### src/rtl/exp7_detector_jogada.sv
// Purpose : debounced play/pause button detector feeding the game control unit.
// Latency : play pulse in the cycle after edge t0+N+2 for a press applied before edge t0 (2 sync + N+1 filter samples).
// Backpress: none; jogada_feita is a single-cycle pulse the control unit must take when it appears.
//
// Ports:
//   clock, reset (async, active-low)   limpa        : synchronous clear from the control unit
//   botoes[3:0], botao_pausa           : raw asynchronous buttons, active-high
//   jogada_feita : one-cycle pulse per accepted play   jogada[3:0] : one-hot code of last accepted play
//   pausa_jogo   : pause level, toggled per accepted pause press    db_estado[2:0] : play FSM state
module exp7_detector_jogada #(
  parameter int DEBOUNCE_CYCLES = 1000
) (
  input  logic       clock,
  input  logic       reset,
  input  logic       limpa,
  input  logic [3:0] botoes,
  input  logic       botao_pausa,
  output logic       jogada_feita,
  output logic [3:0] jogada,
  output logic       pausa_jogo,
  output logic [2:0] db_estado
);

  localparam int            CW       = $clog2(DEBOUNCE_CYCLES) + 1;
  localparam logic [CW-1:0] CNT_ALVO = CW'(DEBOUNCE_CYCLES - 1);
  localparam logic [CW-1:0] CNT_MAX  = {CW{1'b1}};

  localparam logic [2:0] ESPERA       = 3'd0;
  localparam logic [2:0] FILTRA       = 3'd1;
  localparam logic [2:0] VALIDA       = 3'd2;
  localparam logic [2:0] SEGURA       = 3'd3;
  localparam logic [2:0] FILTRA_SOLTA = 3'd4;
  localparam logic [2:0] INVALIDA     = 3'd5;

  // ---------------------------------------------------------------
  // Two-flop synchronizers; nothing downstream sees the raw inputs.
  // ---------------------------------------------------------------
  logic [3:0] b_meta, s_botoes;
  logic       p_meta, s_pausa;

  always_ff @(posedge clock or negedge reset) begin
    if (!reset) begin
      b_meta   <= '0;
      s_botoes <= '0;
      p_meta   <= 1'b0;
      s_pausa  <= 1'b0;
    end else begin
      b_meta   <= botoes;
      s_botoes <= b_meta;
      p_meta   <= botao_pausa;
      s_pausa  <= p_meta;
    end
  end

  // ---------------------------------------------------------------
  // Play FSM
  // ---------------------------------------------------------------
  logic [2:0]    estado, estado_prox;
  logic [CW-1:0] cont, cont_prox, cont_inc;
  logic [3:0]    codigo, codigo_prox;
  logic          carrega_jogada;
  logic          um_botao, varios_botoes, nenhum_botao;

  assign nenhum_botao  = (s_botoes == 4'd0);
  // Exactly one bit set: nonzero and clearing the lowest set bit leaves zero.
  assign um_botao      = !nenhum_botao && ((s_botoes & (s_botoes - 4'd1)) == 4'd0);
  assign varios_botoes = !nenhum_botao && !um_botao;
  assign cont_inc      = (cont == CNT_MAX) ? cont : cont + 1'b1;

  always_comb begin
    estado_prox    = estado;
    cont_prox      = cont;
    codigo_prox    = codigo;
    carrega_jogada = 1'b0;
    case (estado)
      ESPERA: begin
        cont_prox = '0;
        if (um_botao) begin
          estado_prox = FILTRA;
          codigo_prox = s_botoes;
        end else if (varios_botoes) begin
          estado_prox = INVALIDA;
        end
      end
      FILTRA: begin
        if (s_botoes == codigo) begin
          if (cont == CNT_ALVO) begin
            estado_prox    = VALIDA;
            carrega_jogada = 1'b1;
          end else begin
            cont_prox = cont_inc;
          end
        end else begin
          estado_prox = ESPERA;
          cont_prox   = '0;
        end
      end
      VALIDA: estado_prox = SEGURA;
      SEGURA: begin
        if (nenhum_botao) begin
          estado_prox = FILTRA_SOLTA;
          cont_prox   = '0;
        end
      end
      FILTRA_SOLTA: begin
        if (nenhum_botao) begin
          if (cont == CNT_ALVO) begin
            estado_prox = ESPERA;
            cont_prox   = '0;
          end else begin
            cont_prox = cont_inc;
          end
        end else begin
          estado_prox = SEGURA;
        end
      end
      INVALIDA: begin
        if (nenhum_botao) begin
          estado_prox = FILTRA_SOLTA;
          cont_prox   = '0;
        end
      end
      default: begin
        estado_prox = ESPERA;
        cont_prox   = '0;
      end
    endcase
  end

  // limpa parks the FSM in INVALIDA so a button still held from the previous
  // round must be released (and debounced) before it can count again.
  always_ff @(posedge clock or negedge reset) begin
    if (!reset) begin
      estado <= ESPERA;
      cont   <= '0;
      codigo <= '0;
      jogada <= '0;
    end else if (limpa) begin
      estado <= INVALIDA;
      cont   <= '0;
      jogada <= '0;
    end else begin
      estado <= estado_prox;
      cont   <= cont_prox;
      codigo <= codigo_prox;
      if (carrega_jogada) begin
        jogada <= codigo;
      end
    end
  end

  assign jogada_feita = (estado == VALIDA) && !limpa;
  assign db_estado    = estado;

  // ---------------------------------------------------------------
  // Pause path: pausa_filtrada follows s_pausa only after N consecutive
  // differing samples; each accepted rising change toggles pausa_jogo.
  // The filtered level survives limpa so a held pause button cannot retoggle.
  // ---------------------------------------------------------------
  logic          pausa_filtrada;
  logic [CW-1:0] cont_pausa;

  always_ff @(posedge clock or negedge reset) begin
    if (!reset) begin
      pausa_filtrada <= 1'b0;
      cont_pausa     <= '0;
      pausa_jogo     <= 1'b0;
    end else if (limpa) begin
      cont_pausa <= '0;
      pausa_jogo <= 1'b0;
    end else if (s_pausa != pausa_filtrada) begin
      if (cont_pausa == CNT_ALVO) begin
        pausa_filtrada <= s_pausa;
        cont_pausa     <= '0;
        if (s_pausa) begin
          pausa_jogo <= ~pausa_jogo;
        end
      end else begin
        cont_pausa <= (cont_pausa == CNT_MAX) ? cont_pausa : cont_pausa + 1'b1;
      end
    end else begin
      cont_pausa <= '0;
    end
  end

endmodule

### config.mk
export PLATFORM = sky130hd
export DESIGN_NAME = exp7_detector_jogada
export DESIGN_NICKNAME = d
export VERILOG_FILES = /design/src/rtl/exp7_detector_jogada.sv
export SDC_FILE = /design/constraint.sdc
export NUM_CORES = 1
export LEC_CHECK = 0
export BUFFER_PORTS_ARGS = -buffer_cell sky130_fd_sc_hd__buf_2
export CORE_ASPECT_RATIO = 1.25
export CORE_MARGIN = 3
export CORE_UTILIZATION = 55
export DETAILED_ROUTE_END_ITERATION = 12
export PLACE_DENSITY = 0.8
export SETUP_SLACK_MARGIN = 0.02
export SLEW_MARGIN = 20
export SYNTH_ARGS = -nofsm -noshare
export SYNTH_HDL_FRONTEND = slang
export SYNTH_SLANG_ARGS = --single-unit
### constraint.sdc
create_clock -name clock -period 5.9 [get_ports clock]
set_input_delay 1.18 -clock clock [delete_from_list [all_inputs] [get_ports clock]]
set_output_delay 1.18 -clock clock [all_outputs]
set_load 0.05 [all_outputs]
==> results.toml, run 1 <==
[run_status]
status = "completed"

[floorplan]
io_pins = 17
row_count = 25
die_h_microns = 78.4
initial_utilization_pct = 58.9
core_sq_um = 3910
die-area_sq_um = 5010
die_x_microns = 63.9

[final_layout]
finish.net_count = 258
final_cells = 303
layout_commonest_cell = "dfrtp_1"
n_antenna_cell = 0
final_area_sq_um = 2530
final_cell_mix = "45 x dfrtp_1, 27 x nor2_1, 16 x buf_2"
drive_gt1_share_pct = 16.1
area_growth_pct = 10.0

[global_routing]
grt.overflow.total = 0
grt_pass1_wl_mm = 8.14
grt_max_degree = 46
grt.met2_usage_pct = 35.6
antenna_found_initial = 0
met3_usage_pct = 5.15
grt.busiest_layer = "met2"
grtUsageMet1_pct = 24.6
grt_pass1_vias = 1832
grtUsageTotal_pct = 21.0

[placement]
hpwl_mm = 3.19
place_inst = 295
portBuffers = 16
place_area_sq_um = 2410
place.gp.congestion = 0.826
pre_cts_slack_ps = 2590

[timing]
setup-tns-final_ps = 0
layout_setup_ws_ps = 2580
hold_viol = 0
max_slew.worst_pin.slew_ps = 969
finalCritPeriodShare_pct = 56.2
report.final.slew_viol_count = 0
finalSetupViolCount = 0
relSlewSlack_pct = 35.4
period_needed_ps = 3320
rsz0062_at_grt = "false"
fmax_ghz = 0.301
finClkSkew_ps = 9.33

[detailed_routing]
via_per_inst = 6.10
drc = 0
ant_nets = 0
num_vias = 1847
dr.first_iter.drc_count = 68
wl_mm = 4.70
wl_per_cell_microns = 15.5
drtPass1Iterations = 4

[yosys]
synth-compound-area-share_pct = 15.1
synth_seq_cells = 45
yosysSeqAreaShare_pct = 48.9
synth-xor-area-share_pct = 4.56
muxShareOfSynthArea_pct = 4.62
synthAdderAreaFrac_pct = 1.09
syn_area_per_cell_sq_um = 9.93
yosys_warnings = 0
synth_top_family_by_area = "simple AND/OR/NAND/NOR gates"
synth.cell_area_sq_um = 2300
netlist_instances = 232
synth_simple_gate_area_share_pct = 23.2
synth_nets = 242
yosysUniqueCellTypes = 50

[critical_path]
cp-end-kind = "primary output"
crit_fanout = 15
arrival_ps = 2140
crit_required_ps = 4720
worst-r2r-setup-slack_ps = 3500
critPathLaunchType = "input port"
crit_type = "input port to primary output"

[pwr]
ir_drop_uv = 192
p_leak_nw = 1.10
p_total_mw = 0.786
power.density_nw_per_um2 = 310

[cts]
cts_hold_buf = 0
ctsResizeCount = 0
clock_latency_ps = 300
clk_root_buffer_cell = "clkbuf_8"
cts_setup_buffers = 0
clockBufferDepth = 2
cts_made_buffers = 5
cts_tree = "yes"
clkSinkCount = 45
h-tree-depth = 2
path_clk_slew_ps = 80

[hold_path]
hp-class = "register to register"

[flow_run]
cap_violations = 0
## critical path, cell delays in order
cell	delay, ps
buf_2	190
inv_1	230
nand2_1	120
nor3_1	130
buf_2	280
## cells in the mapped netlist (all sizes together)
cell type | instances | share of area [%]
nand2 | 16 | 2.7
and4 | 1 | 0.49
or4 | 2 | 0.81
a221o | 1 | 0.43
mux2i | 5 | 2.2
a31oi | 8 | 2.2
nor2 | 27 | 4.4
and3 | 2 | 0.54
nor3 | 10 | 2.7
a21oi | 15 | 3.3
buf | 2 | 0.71
nor3b | 2 | 0.65
dfrtp | 45 | 49
xor2 | 8 | 3.0
and2 | 3 | 0.81
or2 | 1 | 0.27
clkbuf | 5 | 0.87
o31ai | 3 | 0.98
ha | 2 | 1.1
a211oi | 3 | 1.5
inv | 6 | 0.98
o211ai | 1 | 0.33
o21bai | 1 | 0.33
nand3 | 13 | 2.8
a41oi | 1 | 0.38
nand3b | 1 | 0.33
nor4b | 4 | 1.8
a311o | 1 | 0.43
nor4 | 1 | 0.54
o21ba | 1 | 0.43
nor2b | 1 | 0.27
o21ai | 11 | 2.4
or4b | 1 | 0.43
a21o | 4 | 1.3
or3 | 4 | 1.1
a32oi | 1 | 0.38
nand4b | 1 | 0.38
nand4 | 7 | 2.2
o221ai | 1 | 0.38
xnor2 | 4 | 1.5
a31o | 1 | 0.38
mux2 | 5 | 2.4
## final cells by class
class | instances | area (sq um)
clock inverters | 2 | 37.5
fillers | 321 | 1380
inverters | 6 | 22.5
clock buffers | 6 | 82.6
well taps | 54 | 67.6
multi-input cells | 174 | 1120
flip-flops and latches | 45 | 1130
repair buffers | 16 | 80.1
## flip-flops by register name, summed over array words and instances (netlist names)
| register | flops |
|---|---|
| db_estado | 3 |
| jogada | 4 |
| pausa_filtrada | 1 |
| cont | 11 |
| b_meta | 4 |
| pausa_jogo | 1 |
| s_botoes | 4 |
| codigo | 4 |
| s_pausa | 1 |
| cont_pausa | 11 |
| p_meta | 1 |
## worst paths after layout
check	start	cells after the start	endpoint
worst max-delay path	limpa	5	jogada_feita
worst min-delay path	b_meta[1]	0	s_botoes[1]
worst max register to register	s_botoes[0]	6	cont[7]
worst min register to register	b_meta[1]	0	s_botoes[1]
max in group asynchronous	reset	1	cont[1]
min in group asynchronous	reset	1	db_estado[0]
## layer usage
metal,vias up,wire (microns)
met5,-,0
met4,0,89
li1,885,-
met3,8,190
met1,902,1950
met2,52,2460
## logic make-up after synthesis
group           Yosys count
buf+inv                  13
xor+xnor                 12
mux                      10
flops                    45
fa+ha+maj                 2
simple gates             97
compound gates           53
## stage by stage
stage | util, % | hold slack, ps
after floorplan | - | 331
after global placement | 61.8 | 331
after detailed placement | 61.8 | 337
after CTS | 64.8 | 356
after global routing | 64.8 | 360
final | 64.8 | 353
## report_power, final
group          internal (mW)  switching (mW)
clock                  0.138           0.107
combinational         0.0662           0.103
sequential             0.333          0.0393
Note: power is estimated with default switching activity, not from simulation.
==> run 2: changes to the inputs <==
--- a/config.mk
+++ b/config.mk
@@ -8,7 +8,7 @@
 export BUFFER_PORTS_ARGS = -buffer_cell sky130_fd_sc_hd__buf_2
 export CORE_ASPECT_RATIO = 1.25
 export CORE_MARGIN = 3
-export CORE_UTILIZATION = 55
+export CORE_UTILIZATION = 53
 export DETAILED_ROUTE_END_ITERATION = 12
 export PLACE_DENSITY = 0.8
 export SETUP_SLACK_MARGIN = 0.02
==> constraint.sdc (replaced) <==
create_clock -name clock -period 3 [get_ports clock]
set_input_delay 0.6 -clock clock [delete_from_list [all_inputs] [get_ports clock]]
set_output_delay 0.6 -clock clock [all_outputs]
set_load 0.05 [all_outputs]
==> run 2 against run 1 <==
Compared with the run above: via count is 0.81% lower; first-iteration DRC count is 76% higher; power is 82% higher; global-route usage is 1.1 points lower; cell count is 1.7% higher; critical endpoint is now cont[6]; largest cell class unchanged; clock-buffer cell count is 1 higher; highest routed layer unchanged; critical path type is now register to register; die area is 3.4% higher; sequential share of layout area is 0.20 points higher; worst setup slack worse by 1900 ps; critical path depth is 1 higher.
==> results.toml, run 2 (same netlist as run 1, synthesis figures left out) <==
[timing]
relSlewSlack_pct = 36.5
hold_viol = 0
report.final.slew_viol_count = 0
finalSetupViolCount = 0
finClkSkew_ps = 8.59
fmax_ghz = 0.431
setup-tns-final_ps = 0
finalCritPeriodShare_pct = 77.3
rsz0062_at_grt = "false"
period_needed_ps = 2320
max_slew.worst_pin.slew_ps = 953

[floorplan]
die_x_microns = 65.0
die_h_microns = 79.7
die-area_sq_um = 5180
initial_utilization_pct = 55.8
core_sq_um = 4130
io_pins = 17
row_count = 26

[cts]
path_clk_slew_ps = 80
cts_tree = "yes"
clockBufferDepth = 2
cts_setup_buffers = 0
cts_made_buffers = 5
ctsResizeCount = 0
clock_latency_ps = 300
cts_hold_buf = 0
clkSinkCount = 45
clk_root_buffer_cell = "clkbuf_8"
h-tree-depth = 2

[critical_path]
slowest_stage = "or4b_1"
critPathLaunchType = "register"
reg2reg_from = "cont[3]"
worst-r2r-setup-slack_ps = 680
r2r-end = "cont[6]"
crit_required_ps = 3210
cp-end-kind = "register"
crit_fanout = 6
slowest_delay_ps = 630
crit_type = "register to register"
arrival_ps = 2530
path_cells = "or4b_1 > nor3_4 > nand4_2 > a21oi_1 > nor2_1 > o31ai_1"
r2r_cells = 6

[global_routing]
grt_pass1_vias = 1788
grt_max_degree = 46
grt_pass1_wl_mm = 8.05
grtUsageTotal_pct = 19.9
antenna_found_initial = 0
grt.overflow.total = 0

[hold_path]
min_to = "s_botoes[2]"
hold-path-cell-count = 0
min_from = "b_meta[2]"
hp-class = "register to register"

[detailed_routing]
wl_mm = 4.48
num_vias = 1832
drtPass1Iterations = 4
via_per_inst = 5.95
ant_nets = 0
wl_met3_microns = 205
dr.first_iter.drc_count = 120
wl_met1_mm = 1.95
wl_per_cell_microns = 14.5
wl_met2_mm = 2.22
drc = 0
top_layer_used = "met4"

[placement]
hpwl_mm = 3.17
place.gp.congestion = 0.885
portBuffers = 16
place_area_sq_um = 2440

[final_layout]
final_area_sq_um = 2520
utilization_pct = 61.1
reg_top3 = "cont x11, cont_pausa x11"
final_cell_mix = "45 x dfrtp_1, 27 x nor2_1, 16 x buf_2"
drive_gt1_share_pct = 16.3
area_growth_pct = 9.56
layout_commonest_cell = "dfrtp_1"
finish.net_count = 261
n_antenna_cell = 0

[pwr]
ir_drop_uv = 360
power.density_nw_per_um2 = 566
p_leak_nw = 1.10

[flow_run]
cap_violations = 0

[run_status]
status = "completed"
[run 2: final cells by class]
type | instances | area [sq um]
sequential | 45 | 1130
multi-input combinational | 174 | 1120
tap | 56 | 70.1
inverter | 6 | 22.5
fill | 354 | 1610
clock inverter | 1 | 7.51
timing repair buffer | 19 | 103
clock buffer | 7 | 76.3
[run 2: worst max-delay path, delay by kind of cell, from the launching register on]
kind	cells	cell delay, ps
and+or+nand+nor	4	1280
AOI/OAI and AO/OA	2	530
DFF	1	420
[run 2: worst max-delay path by stage]
stage / start / to / slack (ps) / cells after the start
after global routing: cont[0] / cont[6] / 390 / 7
after global placement: limpa / cont[5] / 750 / 7
after floorplan: db_estado[1] / jogada_feita / 410 / 3
after detailed placement: limpa / cont[5] / 710 / 7
after CTS: cont[3] / cont[6] / 690 / 6
final: cont[3] / cont[6] / 680 / 6
[run 2: metrics by stage]
stage / setup WS, ps / cells / total power [mW] / hold slack [ps]
after global placement: 745 / 300 / 1.07 / 331
after floorplan: 412 / 232 / 0.995 / 304
after global routing: 394 / 308 / 1.52 / 369
after CTS: 693 / 308 / 1.44 / 356
after detailed placement: 709 / 300 / 1.07 / 338
final: 682 / 308 / 1.43 / 352
[run 2: report_power, final]
group | total, mW | internal (mW) | switching, mW | leakage, nW
sequential | 0.734 | 0.654 | 0.0796 | 0.593
combinational | 0.331 | 0.131 | 0.200 | 0.464
clock | 0.362 | 0.165 | 0.197 | 0.0385
total | 1.43 | 0.950 | 0.477 | 1.10
[run 2: per-layer routing]
layer	global-route usage, %	vias up
met5	0	-
met4	9.51	0
met3	4.08	11
met2	31.6	54
met1	25.9	883
li1	-	884
